## src/rtl/parity_arbiter.sv

```systemverilog
`default_nettype none
// ============================================================================
// Module      : parity_arbiter
// Description : Round-robin arbiter that shares one parity datapath among
//               NUM_REQ requesters. The winning word is stored with its parity
//               and requester ID in a one-entry valid/ready output stage.
// Revision    : 1.0 - initial release
// ============================================================================
module parity_arbiter #(
    parameter int NUM_REQ    = 4,
    parameter int DATA_W     = 4,
    parameter int PARITY_ODD = 0,
    parameter int ID_W       = $clog2(NUM_REQ)
) (
    input  logic                      clk,
    input  logic                      rst_n,
    input  logic [NUM_REQ-1:0]        req_valid,
    input  logic [NUM_REQ*DATA_W-1:0] req_data,
    output logic [NUM_REQ-1:0]        req_ready,
    output logic                      out_valid,
    output logic [DATA_W-1:0]         out_data,
    output logic                      out_parity,
    output logic [ID_W-1:0]           out_id,
    input  logic                      out_ready,
    output logic [15:0]               xfer_count
);

    typedef enum logic [0:0] {
        ST_EMPTY = 1'b0,
        ST_FULL  = 1'b1
    } state_t;

    localparam logic [ID_W:0]   c_num_req    = (ID_W+1)'(NUM_REQ);
    localparam logic [ID_W-1:0] c_last_id    = ID_W'(NUM_REQ-1);
    localparam logic            c_parity_odd = (PARITY_ODD != 0);

    state_t            r_state;
    logic [DATA_W-1:0] r_data;
    logic              r_parity;
    logic [ID_W-1:0]   r_id;
    logic [ID_W-1:0]   r_rr_ptr;
    logic [15:0]       r_xfer_count;

    logic              w_found;
    logic [ID_W-1:0]   w_winner;
    logic [ID_W:0]     w_idx;
    logic [DATA_W-1:0] w_word;
    logic              w_parity;
    logic              w_accept;
    logic              w_grant;
    logic              w_out_xfer;
    logic [ID_W-1:0]   w_next_ptr;

    // Search rr_ptr, rr_ptr+1, ... modulo NUM_REQ; the extra index bit keeps
    // the unwrapped sum (at most 2*NUM_REQ-2) from overflowing.
    always_comb begin
        w_found  = 1'b0;
        w_winner = '0;
        w_idx    = '0;
        for (int k = 0; k < NUM_REQ; k++) begin
            w_idx = {1'b0, r_rr_ptr} + (ID_W+1)'(k);
            if (w_idx >= c_num_req) begin
                w_idx = w_idx - c_num_req;
            end
            if (!w_found && req_valid[w_idx[ID_W-1:0]]) begin
                w_found  = 1'b1;
                w_winner = w_idx[ID_W-1:0];
            end
        end
    end

    always_comb begin
        w_word = '0;
        for (int i = 0; i < NUM_REQ; i++) begin
            if (w_winner == ID_W'(i)) begin
                w_word = req_data[i*DATA_W +: DATA_W];
            end
        end
    end

    assign w_parity   = (^w_word) ^ c_parity_odd;
    assign w_accept   = (r_state == ST_EMPTY) || out_ready;
    assign w_grant    = rst_n && w_found && w_accept;
    assign w_out_xfer = (r_state == ST_FULL) && out_ready;
    assign w_next_ptr = (w_winner == c_last_id) ? '0 : w_winner + 1'b1;

    always_comb begin
        req_ready = '0;
        for (int i = 0; i < NUM_REQ; i++) begin
            req_ready[i] = w_grant && (w_winner == ID_W'(i));
        end
    end

    // A grant always loads the stage, even when the old word drains on the
    // same edge, so FULL is kept and the new word overwrites the old one.
    always_ff @(posedge clk) begin
        if (!rst_n) begin
            r_state      <= ST_EMPTY;
            r_data       <= '0;
            r_parity     <= c_parity_odd;
            r_id         <= '0;
            r_rr_ptr     <= '0;
            r_xfer_count <= '0;
        end else begin
            if (w_grant) begin
                r_state  <= ST_FULL;
                r_data   <= w_word;
                r_parity <= w_parity;
                r_id     <= w_winner;
                r_rr_ptr <= w_next_ptr;
            end else if (w_out_xfer) begin
                r_state  <= ST_EMPTY;
            end
            if (w_out_xfer) begin
                r_xfer_count <= r_xfer_count + 16'd1;
            end
        end
    end

    assign out_valid  = (r_state == ST_FULL);
    assign out_data   = r_data;
    assign out_parity = r_parity;
    assign out_id     = r_id;
    assign xfer_count = r_xfer_count;

endmodule
`default_nettype wire

```

## config.mk

```make
export PLATFORM = sky130hd
export DESIGN_NAME = parity_arbiter
export DESIGN_NICKNAME = d
export VERILOG_FILES = /design/src/rtl/parity_arbiter.sv
export SDC_FILE = /design/constraint.sdc
export NUM_CORES = 1
export LEC_CHECK = 0
export CAP_MARGIN = 20
export CORE_ASPECT_RATIO = 1.75
export CORE_UTILIZATION = 43
export CTS_BUF_LIST = sky130_fd_sc_hd__clkbuf_16
export DETAILED_ROUTE_END_ITERATION = 8
export PLACE_DENSITY = 0.81
export SKIP_CTS_REPAIR_TIMING = 1
export SYNTH_ARGS = -nofsm -noshare
export SYNTH_HDL_FRONTEND = slang
export SYNTH_SLANG_ARGS = --single-unit
```

## constraint.sdc

```tcl
create_clock -name clk -period 7.71 [get_ports clk]
set_clock_uncertainty 0.2 [all_clocks]
set_input_delay 1.542 -clock clk [delete_from_list [all_inputs] [get_ports clk]]
set_output_delay 1.542 -clock clk [all_outputs]
set_load 0.02 [all_outputs]
```

==> impl_metrics.env <==
export IMPL_grt_max_degree=29
export IMPL_worst_ep_required_time_ps=5970
export IMPL_n_antenna_cell=0
export IMPL_grt_pass1_vias=1381
export IMPL_drive_above_1_share_pct=1.860
export IMPL_min_period_ps=5711
export IMPL_finalSetupViolCount=0
export IMPL_fin_crit_sh_pct=74.08
export IMPL_synth_edf_count=0
export IMPL_antenna_found_initial=0
export IMPL_p_leak_nw=0.7749
export IMPL_design_die_area_um2=3500
export IMPL_dr_total_vias=1405
export IMPL_place_inst=254
export IMPL_synthFlopType="dfxtp_1"
export IMPL_nets=244
export IMPL_wire_per_inst_um=13.45
export IMPL_synthArstFlopShare_pct=0
export IMPL_path_max_fanout=6
export IMPL_row_count=27
export IMPL_pin_count=51
export IMPL_drt_initial_drc_count=28
export IMPL_clk_pin_slew_ps=60
export IMPL_place_area_um2=1936
export IMPL_syn_to_final_growth_pct=43.75
export IMPL_finalWeightedCongestion=0.8508
export IMPL_mostFrequentLayoutCells="50 x clkdlybuf4s50_1, 26 x dfxtp_1, 15 x and2_1"
export IMPL_dp_slack_ps=2035
export IMPL_ir_drop_uv=146.6
export IMPL_via_per_inst=5.446
export IMPL_final_core_util_pct=64.81
export IMPL_rsz0062_at_grt="no"
export IMPL_antenna_left=0
export IMPL_clk_latency_ps=260
export IMPL_status="finished, final reports clean"
export IMPL_slew_headroom_pct=50.66
export IMPL_cts_tree="done"
export IMPL_cts_max_level=1
export IMPL_start_util_pct=45.09
export IMPL_holdWs_ps=271.9
export IMPL_cp_end_kind="output port"
export IMPL_post_route_cell_area_um2=2014
export IMPL_tns_ps=0
export IMPL_worst_slew_pin_slew_ps=737.8
export IMPL_post_synth_cell_area_avg_um2=8.442
export IMPL_cts_made_buffers=3
export IMPL_grt_pass1_wl_mm=6.003
export IMPL_drc=0
export IMPL_syn_nets=194
export IMPL_synthDistinctLibCells=40
export IMPL_grt_ovfl_total=0
export IMPL_hold_violations=0
export IMPL_arrival_ps=3970
export IMPL_synth_seq_area_share_pct=37.14
export IMPL_hpwl_mm=2.750
export IMPL_startpoint_type="input pin"
export IMPL_port_buffers=50
export IMPL_grt_usage_pct=22.34
export IMPL_max_cap_viol_count=0
export IMPL_power_per_cell_area_nw_per_um2=198.0
export IMPL_clock_path_buffers=2
export IMPL_setup_ws_ps=1999
export IMPL_first_pass_iters=4
export IMPL_synthCells=166
export IMPL_layout_commonest_cell="clkdlybuf4s50_1"
export IMPL_report_power_total_mw=0.3989
export IMPL_core_area_um2=3108
export IMPL_routed_wl_mm=3.470
export IMPL_fillers=272
export IMPL_dieHeight_um=77.52
export IMPL_synth_seq_cells=26
export IMPL_cts_root_buf="clkbuf_16"
export IMPL_fmax_mhz=175.1
export IMPL_cts_sinks=26
export IMPL_yosysWarnings=0
export IMPL_fin_cells=258
export IMPL_slew_viol_final=0
export IMPL_hp_class="register to register"
export IMPL_critPathKind="input pin to output port"
export IMPL_die_width_um=45.16
export IMPL_synth_area_um2=1401
[report_power, final]
group	total (mW)	leakage, nW	internal, mW	switching [mW]
registers	0.155	0.212	0.145	0.00942
clock network	0.114	0.0385	0.0694	0.0448
logic	0.130	0.524	0.0624	0.0676
[logic make-up after synthesis]
family          count (synthesis)  synth area share [%]
compound gates                 34                 16.79
simple gates                   77                 30.36
xor+xnor                       12                 7.501
flops                          26                 37.14
fa+ha+maj                       5                 4.464
mux                             1                0.7143
buf+inv                        11                 3.035
[Yosys cell counts (2+ instances only)]
master	instances	area (µm²)
or3_1	5	31.28
and2_1	15	93.84
ha_1	5	62.56
a221oi_1	3	26.28
clkbuf_1	4	15.01
a21boi_1	4	30.03
nand2_1	13	48.80
nor3_1	4	20.02
nand2b_1	4	25.02
a21boi_0	2	15.01
nor2b_1	4	25.02
a21oi_1	5	25.02
nor2_1	4	15.01
xnor2_1	9	78.83
and3_1	6	37.54
o22ai_1	4	25.02
nor3b_1	2	15.01
inv_1	6	22.52
nand3_1	13	65.06
nand4_1	2	12.51
dfxtp_1	26	520.5
xor2_1	3	26.28
o21ai_0	6	30.03
[critical path, cell delays in order]
cell             delay [ps]
clkdlybuf4s50_1         540
o22ai_1                 110
nor2b_1                 140
or3_1                   340
nor2_1                  150
ha_1                    280
inv_1                   110
nor2_1                  110
clkdlybuf4s50_1         620
[state kept, by name (all words and copies together) (netlist names)]
register / flops
out_data: 4
out_id: 2
out_valid: 1
r_rr_ptr: 2
out_parity: 1
xfer_count: 16
[final timing paths]
path / slack, ps / to / depth (start not counted) / from
min reg2reg: 270 / out_data[2]$_SDFFE_PN0P_ / 2 / out_data[2]$_SDFFE_PN0P_
min: 270 / out_data[2]$_SDFFE_PN0P_ / 2 / out_data[2]$_SDFFE_PN0P_
max: 2000 / req_ready[3] / 9 / req_valid[3]
max reg2reg: 4560 / out_parity$_SDFFE_PN0P_ / 10 / r_rr_ptr[1]$_SDFFE_PN0P_
[metal layers]
metal  up-vias  share of wire [%]  global-route usage, %
met5         -                  0                      0
met4         0                3.0                  12.42
met3        11                3.8                  2.326
met2        59                 56                  40.00
met1       643                 37                  23.67
li1        692                  -                      -
[area by class of cell]
class                      instances  area [µm²]  area share, %
timing repair buffer              50       500.5          24.84
tap                               43       53.80          2.671
inverter                           6       22.52          1.118
sequential                        26       520.5          25.84
clock inverter                     1       3.754         0.1863
clock buffer                       3       75.07          3.727
multi-input combinational        129       838.3          41.61
Note: power is estimated with default switching activity, not from simulation.
